### config.mk
export PLATFORM = sky130hd
export DESIGN_NAME = clock_set_controller
export DESIGN_NICKNAME = d
export VERILOG_FILES = /design/src/rtl/clock_set_controller_pkg.sv /design/src/rtl/clock_up_repeater.sv /design/src/rtl/clock_set_controller.sv
export SDC_FILE = /design/constraint.sdc
export NUM_CORES = 1
export LEC_CHECK = 0
export ABC_AREA = 1
export BUFFER_PORTS_ARGS = -buffer_cell sky130_fd_sc_hd__buf_4
export CORE_UTILIZATION = 43
export CTS_BUF_LIST = sky130_fd_sc_hd__clkbuf_8
export CTS_CLUSTER_SIZE = 14
export DETAILED_ROUTE_END_ITERATION = 10
export SETUP_SLACK_MARGIN = 0.15
export SKIP_CTS_REPAIR_TIMING = 1
export SLEW_MARGIN = 30
export SYNTH_ARGS = -nofsm -noshare
export SYNTH_HDL_FRONTEND = slang
export SYNTH_SLANG_ARGS = --single-unit
### constraint.sdc
create_clock -name i_Clock -period 2.5 [get_ports i_Clock]
set_input_delay 0 -clock i_Clock [delete_from_list [all_inputs] [get_ports i_Clock]]
set_output_delay 0 -clock i_Clock [all_outputs]
set_load 0.01 [all_outputs]
### src/rtl/clock_set_controller_pkg.sv
// ----------------------------------------------------------------------------
// clock_set_controller_pkg
//
// Shared definitions for the digital clock time-setting path: the mode
// encoding seen on o_Mode, the digit positions of the four-digit display,
// and small helpers used by the mode sequencer.
//
// Digit order (bit index of the blank mask):
//   3 = hour tens, 2 = hour units, 1 = minute tens, 0 = minute units
// ----------------------------------------------------------------------------
package clock_set_controller_pkg;

   // Mode encoding, shared with the display mux and the timekeeper.
   typedef enum logic [1:0] {
      MODE_NORMAL   = 2'b00,
      MODE_ARMED    = 2'b01,
      MODE_SET_MIN  = 2'b10,
      MODE_SET_HOUR = 2'b11
   } mode_e;

   // Digit positions on the display.
   localparam int NUM_DIGITS       = 4;
   localparam int DIGIT_MIN_UNITS  = 0;
   localparam int DIGIT_MIN_TENS   = 1;
   localparam int DIGIT_HOUR_UNITS = 2;
   localparam int DIGIT_HOUR_TENS  = 3;

   // Successor of a mode in the Set-button cycle
   // NORMAL -> ARMED -> SET_MIN -> SET_HOUR -> NORMAL.
   function automatic mode_e nextMode(input mode_e mode);
      mode_e result;
      case (mode)
         MODE_NORMAL:   result = MODE_ARMED;
         MODE_ARMED:    result = MODE_SET_MIN;
         MODE_SET_MIN:  result = MODE_SET_HOUR;
         default:       result = MODE_NORMAL;
      endcase
      return result;
   endfunction

   // Blank mask for a mode during the OFF half of the blink period.
   // ARMED blanks everything so the user sees that Set was registered;
   // the edit modes blank only the field being edited.  Outside the OFF
   // phase, and always in NORMAL, nothing is blanked.
   function automatic logic [NUM_DIGITS-1:0] blankMask(input mode_e mode,
                                                       input logic  offPhase);
      logic [NUM_DIGITS-1:0] mask;
      mask = '0;
      if (offPhase) begin
         case (mode)
            MODE_ARMED: begin
               mask = '1;
            end
            MODE_SET_MIN: begin
               mask[DIGIT_MIN_UNITS] = 1'b1;
               mask[DIGIT_MIN_TENS]  = 1'b1;
            end
            MODE_SET_HOUR: begin
               mask[DIGIT_HOUR_UNITS] = 1'b1;
               mask[DIGIT_HOUR_TENS]  = 1'b1;
            end
            default: begin
               mask = '0;
            end
         endcase
      end
      return mask;
   endfunction

endpackage

### src/rtl/clock_up_repeater.sv
// ----------------------------------------------------------------------------
// clock_up_repeater
//
// Auto-repeat generator for the Up button.  A press pulse arms the
// repeater; while the Up level stays high the first repeat request comes
// REPEAT_DELAY cycles after the press, then one every REPEAT_RATE cycles.
// Releasing the button or asserting i_Clear disarms it.  A held level that
// was never preceded by a press pulse never produces a repeat.
//
// Ports:
//   i_Clock    system clock
//   i_Reset_n  asynchronous active-low reset
//   i_Clear    disarm and zero the counter (mode change / not editing)
//   i_Start    press pulse: arm and restart the delay count
//   i_Level    debounced Up level, 1 = held
//   o_Repeat   combinational repeat request, valid in the cycle it is high
// ----------------------------------------------------------------------------
module clock_up_repeater #(
   parameter int REPEAT_DELAY = 16384,
   parameter int REPEAT_RATE  = 4096
) (
   input  logic i_Clock,
   input  logic i_Reset_n,
   input  logic i_Clear,
   input  logic i_Start,
   input  logic i_Level,
   output logic o_Repeat
);

   localparam int CNT_MAX = (REPEAT_DELAY > REPEAT_RATE) ? REPEAT_DELAY : REPEAT_RATE;
   localparam int CW      = $clog2(CNT_MAX + 1);

   localparam logic [CW-1:0] DELAY_C = CW'(REPEAT_DELAY);
   localparam logic [CW-1:0] RATE_C  = CW'(REPEAT_RATE);
   localparam logic [CW-1:0] MAX_C   = CW'(CNT_MAX);
   localparam logic [CW-1:0] ONE_C   = CW'(1);

   logic          active_q, active_d;
   logic          repeating_q, repeating_d;
   logic [CW-1:0] cnt_q, cnt_d;

   // The counter holds the number of cycles since the press (or since the
   // last repeat), so a request is raised once it reaches the threshold of
   // the current phase: the long initial delay, then the shorter rate.
   assign o_Repeat = active_q && i_Level &&
                     (repeating_q ? (cnt_q >= RATE_C) : (cnt_q >= DELAY_C));

   // Next-state logic.  Clear beats a new press, a new press restarts the
   // delay phase, and a release drops everything back to idle.
   always_comb begin
      active_d    = active_q;
      repeating_d = repeating_q;
      cnt_d       = cnt_q;
      if (i_Clear) begin
         active_d    = 1'b0;
         repeating_d = 1'b0;
         cnt_d       = '0;
      end else if (i_Start) begin
         active_d    = 1'b1;
         repeating_d = 1'b0;
         cnt_d       = ONE_C;
      end else if (!active_q || !i_Level) begin
         active_d    = 1'b0;
         repeating_d = 1'b0;
         cnt_d       = '0;
      end else if (o_Repeat) begin
         repeating_d = 1'b1;
         cnt_d       = ONE_C;
      end else if (cnt_q < MAX_C) begin
         cnt_d = cnt_q + ONE_C;
      end
   end

   // State registers with asynchronous reset.
   always_ff @(posedge i_Clock or negedge i_Reset_n) begin
      if (!i_Reset_n) begin
         active_q    <= 1'b0;
         repeating_q <= 1'b0;
         cnt_q       <= '0;
      end else begin
         active_q    <= active_d;
         repeating_q <= repeating_d;
         cnt_q       <= cnt_d;
      end
   end

endmodule

### src/rtl/clock_set_controller.sv
// ----------------------------------------------------------------------------
// clock_set_controller
//
// Mode sequencer for the digital clock.  Takes debounced Set/Up events and
// walks the time-setting flow NORMAL -> ARMED -> SET_MIN -> SET_HOUR ->
// NORMAL, emitting increment strobes to the timekeeper, a run enable, and a
// blink mask for the display mux.  An idle timeout returns to NORMAL.
//
// Ports:
//   i_Clock         system clock
//   i_Reset_n       asynchronous active-low reset
//   i_Set_Pulse     debounced Set press, single-cycle
//   i_Up_Pulse      debounced Up press, single-cycle
//   i_Up_Level      debounced Up level, 1 = held
//   o_Mode          current mode (see mode_e)
//   o_Run_En        1 = timekeeper counts seconds (NORMAL only)
//   o_Inc_Min       single-cycle minute increment strobe
//   o_Inc_Hour      single-cycle hour increment strobe
//   o_Clear_Sec     single-cycle strobe to zero seconds on leaving SET_HOUR
//   o_Blank_Digits  per-digit blank mask, [3] hour tens .. [0] minute units
//
// All outputs are registered: each is computed from the next state, so a
// pulse sampled on one edge shows up on the outputs right after that edge.
// ----------------------------------------------------------------------------
module clock_set_controller
   import clock_set_controller_pkg::*;
#(
   parameter int TICKS_PER_SEC = 32768,
   parameter int BLINK_HALF    = 16384,
   parameter int REPEAT_DELAY  = 16384,
   parameter int REPEAT_RATE   = 4096,
   parameter int TIMEOUT_SEC   = 30
) (
   input  logic                  i_Clock,
   input  logic                  i_Reset_n,
   input  logic                  i_Set_Pulse,
   input  logic                  i_Up_Pulse,
   input  logic                  i_Up_Level,
   output logic [1:0]            o_Mode,
   output logic                  o_Run_En,
   output logic                  o_Inc_Min,
   output logic                  o_Inc_Hour,
   output logic                  o_Clear_Sec,
   output logic [NUM_DIGITS-1:0] o_Blank_Digits
);

   localparam int TICK_W  = $clog2(TICKS_PER_SEC + 1);
   localparam int SEC_W   = $clog2(TIMEOUT_SEC + 1);
   localparam int BLINK_W = $clog2(2 * BLINK_HALF + 1);

   localparam logic [TICK_W-1:0]  TICK_LAST  = TICK_W'(TICKS_PER_SEC - 1);
   localparam logic [TICK_W-1:0]  TICK_ONE   = TICK_W'(1);
   localparam logic [SEC_W-1:0]   SEC_LAST   = SEC_W'(TIMEOUT_SEC - 1);
   localparam logic [SEC_W-1:0]   SEC_MAX    = SEC_W'(TIMEOUT_SEC);
   localparam logic [SEC_W-1:0]   SEC_ONE    = SEC_W'(1);
   localparam logic [BLINK_W-1:0] BLINK_LAST = BLINK_W'(2 * BLINK_HALF - 1);
   localparam logic [BLINK_W-1:0] BLINK_OFF  = BLINK_W'(BLINK_HALF);
   localparam logic [BLINK_W-1:0] BLINK_ONE  = BLINK_W'(1);

   mode_e                 mode_q, mode_d;
   logic                  runEn_q, runEn_d;
   logic                  incMin_q, incMin_d;
   logic                  incHour_q, incHour_d;
   logic                  clearSec_q, clearSec_d;
   logic [NUM_DIGITS-1:0] blank_q, blank_d;
   logic [TICK_W-1:0]     tick_q, tick_d;
   logic [SEC_W-1:0]      sec_q, sec_d;
   logic [BLINK_W-1:0]    blink_q, blink_d;

   logic editing;
   logic upEff;
   logic tickWrap;
   logic timeoutHit;
   logic modeChange;
   logic incReq;
   logic repStart;
   logic repClear;
   logic repeatFire;

   // Up only means something while a field is being edited, and a Set in
   // the same cycle swallows it.
   assign editing  = (mode_q == MODE_SET_MIN) || (mode_q == MODE_SET_HOUR);
   assign upEff    = i_Up_Pulse && !i_Set_Pulse;
   assign tickWrap = (tick_q >= TICK_LAST);

   // The timeout fires on the last cycle of the final idle second.  An Up
   // press in that cycle restarts the idle time instead, and a Set press is
   // handled ahead of the timeout by the mode logic below.
   assign timeoutHit = (mode_q != MODE_NORMAL) && !i_Up_Pulse &&
                       tickWrap && (sec_q >= SEC_LAST);

   // Mode next-state: Set advances the cycle and wins over a timeout.
   always_comb begin
      mode_d = mode_q;
      if (i_Set_Pulse) begin
         mode_d = nextMode(mode_q);
      end else if (timeoutHit) begin
         mode_d = MODE_NORMAL;
      end
   end

   assign modeChange = (mode_d != mode_q);
   assign repClear   = modeChange || !editing;
   assign repStart   = upEff && editing;

   // A press and a repeat request in the same cycle still make only one
   // strobe; anything that coincides with a mode change is dropped.
   assign incReq = editing && !modeChange && (upEff || repeatFire);

   clock_up_repeater #(
      .REPEAT_DELAY (REPEAT_DELAY),
      .REPEAT_RATE  (REPEAT_RATE)
   ) u_upRepeater (
      .i_Clock   (i_Clock),
      .i_Reset_n (i_Reset_n),
      .i_Clear   (repClear),
      .i_Start   (repStart),
      .i_Level   (i_Up_Level),
      .o_Repeat  (repeatFire)
   );

   // Strobes and run enable.  Seconds are cleared only when the user
   // finishes the edit with Set, never when the timeout bails out.
   always_comb begin
      incMin_d   = incReq && (mode_q == MODE_SET_MIN);
      incHour_d  = incReq && (mode_q == MODE_SET_HOUR);
      clearSec_d = i_Set_Pulse && (mode_q == MODE_SET_HOUR);
      runEn_d    = (mode_d == MODE_NORMAL);
   end

   // Idle timer: a sub-second tick prescaler feeding a whole-second count.
   // It only runs while editing and restarts on any button press or mode
   // change.  The second count saturates so it can never wrap past the
   // timeout threshold.
   always_comb begin
      tick_d = tick_q;
      sec_d  = sec_q;
      if ((mode_d == MODE_NORMAL) || i_Set_Pulse || i_Up_Pulse || modeChange) begin
         tick_d = '0;
         sec_d  = '0;
      end else if (tickWrap) begin
         tick_d = '0;
         if (sec_q < SEC_MAX) begin
            sec_d = sec_q + SEC_ONE;
         end
      end else begin
         tick_d = tick_q + TICK_ONE;
      end
   end

   // Blink phase: first half of the period is ON, second half OFF.  It
   // restarts on every mode change and every increment so the edited field
   // is visible right after each edit.  It sits at zero in NORMAL.
   always_comb begin
      blink_d = blink_q;
      if ((mode_d == MODE_NORMAL) || modeChange || incMin_d || incHour_d) begin
         blink_d = '0;
      end else if (blink_q >= BLINK_LAST) begin
         blink_d = '0;
      end else begin
         blink_d = blink_q + BLINK_ONE;
      end
      blank_d = blankMask(mode_d, (blink_d >= BLINK_OFF));
   end

   // State and output registers with asynchronous reset.  Reset lands in
   // NORMAL with the timekeeper running and every strobe low.
   always_ff @(posedge i_Clock or negedge i_Reset_n) begin
      if (!i_Reset_n) begin
         mode_q     <= MODE_NORMAL;
         runEn_q    <= 1'b1;
         incMin_q   <= 1'b0;
         incHour_q  <= 1'b0;
         clearSec_q <= 1'b0;
         blank_q    <= '0;
         tick_q     <= '0;
         sec_q      <= '0;
         blink_q    <= '0;
      end else begin
         mode_q     <= mode_d;
         runEn_q    <= runEn_d;
         incMin_q   <= incMin_d;
         incHour_q  <= incHour_d;
         clearSec_q <= clearSec_d;
         blank_q    <= blank_d;
         tick_q     <= tick_d;
         sec_q      <= sec_d;
         blink_q    <= blink_d;
      end
   end

   assign o_Mode         = mode_q;
   assign o_Run_En       = runEn_q;
   assign o_Inc_Min      = incMin_q;
   assign o_Inc_Hour     = incHour_q;
   assign o_Clear_Sec    = clearSec_q;
   assign o_Blank_Digits = blank_q;

endmodule

==> metrics <==
outcome=completed; Synth cell types=31; endpoints failing hold=0; DRT Wirelength=5930 µm; nets=416; crit path setup slack, layout=254 ps; clk root buf=clkbuf_8; critical path peak fanout=6; Starting DRT DRC Count=57; hpwl dp=3910 µm; Fmax achieved=445 MHz; GR Overflow Total=0; synthesized cell area=3220 µm²; VDD IR-drop max=325 µV; initial core utilization=44.4%; P&R area growth vs syn=16.6%; post-layout min period=2250 ps; Warnings, synthesis=0; vias post-DR=2359; Synth Instances=362; drt drc=0; commonest non-fill, non-tap cell in the layout=nor2_1; Clock Power Share=27.5%; syn nets=377; worst skew pair latency=350 ps; H-tree Lvls=3; antenna cells=0; crit path from=sec_q[0]$_DFFE_PN0P_; Worst Setup Path Type=flip-flop to flip-flop; Ports=15; Die Footprint=7830 µm²; crit path to=blink_q[4]$_DFF_PN0_; Reg2Reg Setup Slack=250 ps; DR WL/cell=11.8 µm; Die Y=88.5 µm; Pleak=1.69 nW; Routed Antenna Nets=0; Slew HR=49.2%; mean number of vias per cell=4.69; PD cells=769 nW/µm²; worst clock skew=7.94 ps; crit path DAT=2520 ps; first-pass GRT wire length=9740 µm; WP data required=2770 ps; hold wc startpoint=i_Up_Level; Setup crit end kind=flip-flop; CTS tree=done; Hold WC Path Type=primary input to flip-flop; Slew Viols, Final=0; pre-CTS WS=104 ps; final setup vio count=0; #FFs+latches synth=62; Psw=0.000974 W; initial antenna violation count=0; layout cell share with drive strength beyond 1=19.3%; CTS sink cnt=62; sequential share of power=37.6%; max-cap violations=0; reg2reg start=sec_q[0]$_DFFE_PN0P_; crit start category=flip-flop; Setup TNS=0 ps; die outline width=88.5 µm; hold_ws=70.3 ps; unrepaired setup endpoints after global routing=no; overall routing resource usage=16.6%; port bufs=14; most frequent cells in the layout=nor2_1, dfrtp_1, inv_1; Power Internal=0.00191 W; final instance area=3750 µm²; share of the clock period used by the worst path=89.8%; largest net degree at the start of global routing=63; mean post-synth cell area=8.89 µm²; cells on worst reg2reg path=13; Least-Margin Pin Slew=761 ps; Sw Ratio=33.7%; placed inst area=3440 µm²; Comb pwr share=34.9%; cts bufs inserted=9; Core Area=7250 µm²; gpl congestion=0.786; vias in the first global route=2205; RR Endpoint=blink_q[4]$_DFF_PN0_; sequential share of the synthesized area=48.3%; Longest Clk Path Bufs=2; Core Util, Final=51.7%; # rows=31; Clock transition at path regs=70 ps; Initial DRT Pass Iterations=4
## cell type report
class | instances | area [µm²]
clock buffer | 12 | 165
clock inverter | 2 | 8.76
fill | 692 | 3500
inverter | 51 | 191
multi-input combinational | 246 | 1460
sequential | 62 | 1550
tap | 99 | 124
timing repair buffer | 31 | 248
## through the flow
stage | instances | power (W)
3_5_place_dp | 476 | 0.00188
4_1_cts | 490 | 0.00268
3_3_place_gp | 476 | 0.00187
2_1_floorplan | 362 | 0.00169
6_report | 503 | 0.00289
5_1_grt | 503 | 0.00304
## synthesized netlist by cell type
cell type | number | share of area (%)
nor2_1 | 66 | 7.7
dfrtp_1 | 61 | 47
inv_1 | 50 | 5.8
nand2_1 | 49 | 5.7
nand3_1 | 20 | 3.1
xor2_1 | 19 | 5.2
nor3_1 | 15 | 2.3
nand4_1 | 11 | 2.1
nor2_4 | 11 | 3.8
ha_1 | 10 | 3.9
xnor2_1 | 8 | 2.2
o21ai_0 | 7 | 1.1
nand2_2 | 5 | 0.97
a21oi_1 | 4 | 0.62
nand3_2 | 3 | 0.93
nand3b_1 | 3 | 0.70
a31o_2 | 2 | 0.54
buf_4 | 2 | 0.47
nand3_4 | 2 | 1.1
o22ai_1 | 2 | 0.39
or2_2 | 2 | 0.39
and3_1 | 1 | 0.19
buf_12 | 1 | 0.62
buf_2 | 1 | 0.16
dfstp_2 | 1 | 0.82
inv_2 | 1 | 0.12
nand4_2 | 1 | 0.39
nor2_2 | 1 | 0.19
o21a_1 | 1 | 0.23
o21ai_4 | 1 | 0.51
o21bai_1 | 1 | 0.23
## cells by family after synthesis
| group | share of synthesized area, % |
|---|---|
| xor+xnor | 7.35 |
| compound gates | 3.62 |
| buf+inv | 7.19 |
| flops | 48.3 |
| fa+ha+maj | 3.89 |
| simple gates | 29.7 |
## state kept, by name, indices dropped and copies added, names as in the netlist
| signal | cells |
|---|---|
| blink_q | 16 |
| o_Blank_Digits | 2 |
| o_Clear_Sec | 1 |
| o_Inc_Hour | 1 |
| o_Inc_Min | 1 |
| o_Mode | 2 |
| o_Run_En | 1 |
| sec_q | 5 |
| tick_q | 16 |
| u_upRepeater.active_q | 1 |
| u_upRepeater.cnt_q | 15 |
| u_upRepeater.repeating_q | 1 |
## per-layer routing
layer  wire, µm  track usage [%]  part of all wire (%)
met5          0                0                     0
met4        137             10.6                   2.3
met3        159             3.36                   2.7
met2       2700             26.6                    46
met1       2930             20.4                    49
## worst min-delay path by stage
stage | to | slack, ps | depth (start not counted)
global placement | sec_q[2]$_DFFE_PN0P_ | 130 | 1
CTS | sec_q[3]$_DFFE_PN0P_ | -240 | 1
global route | u_upRepeater.cnt_q[0]$_DFFE_PN0P_ | 100 | 5
detailed placement | sec_q[3]$_DFFE_PN0P_ | 140 | 1
finish | u_upRepeater.cnt_q[0]$_DFFE_PN0P_ | 70 | 5
floorplan | blink_q[0]$_DFF_PN0_ | -300 | 0
## power by group through the flow
stage	Sequential, W	Combinational [W]	Clock, W
6_report	0.00109	0.00101	0.000793
3_5_place_dp	0.00111	0.000772	0
3_3_place_gp	0.00111	0.000763	0
5_1_grt	0.00109	0.00109	0.000857
4_1_cts	0.00109	0.000774	0.000820
2_1_floorplan	0.00113	0.000562	0
## worst max-delay path, cell delays in order, from the launching register on
cell and delay (ps):
dfrtp_1 450, ha_1 240, nor3_2 220, nor3_2 70
nand2_2 90, nand2_2 60, nand2_1 80, inv_1 60
ha_2 200, nor3_1 190, buf_4 170, nand3_4 110
buf_4 160, nor2_1 80
(Power assumes the default switching activity.)
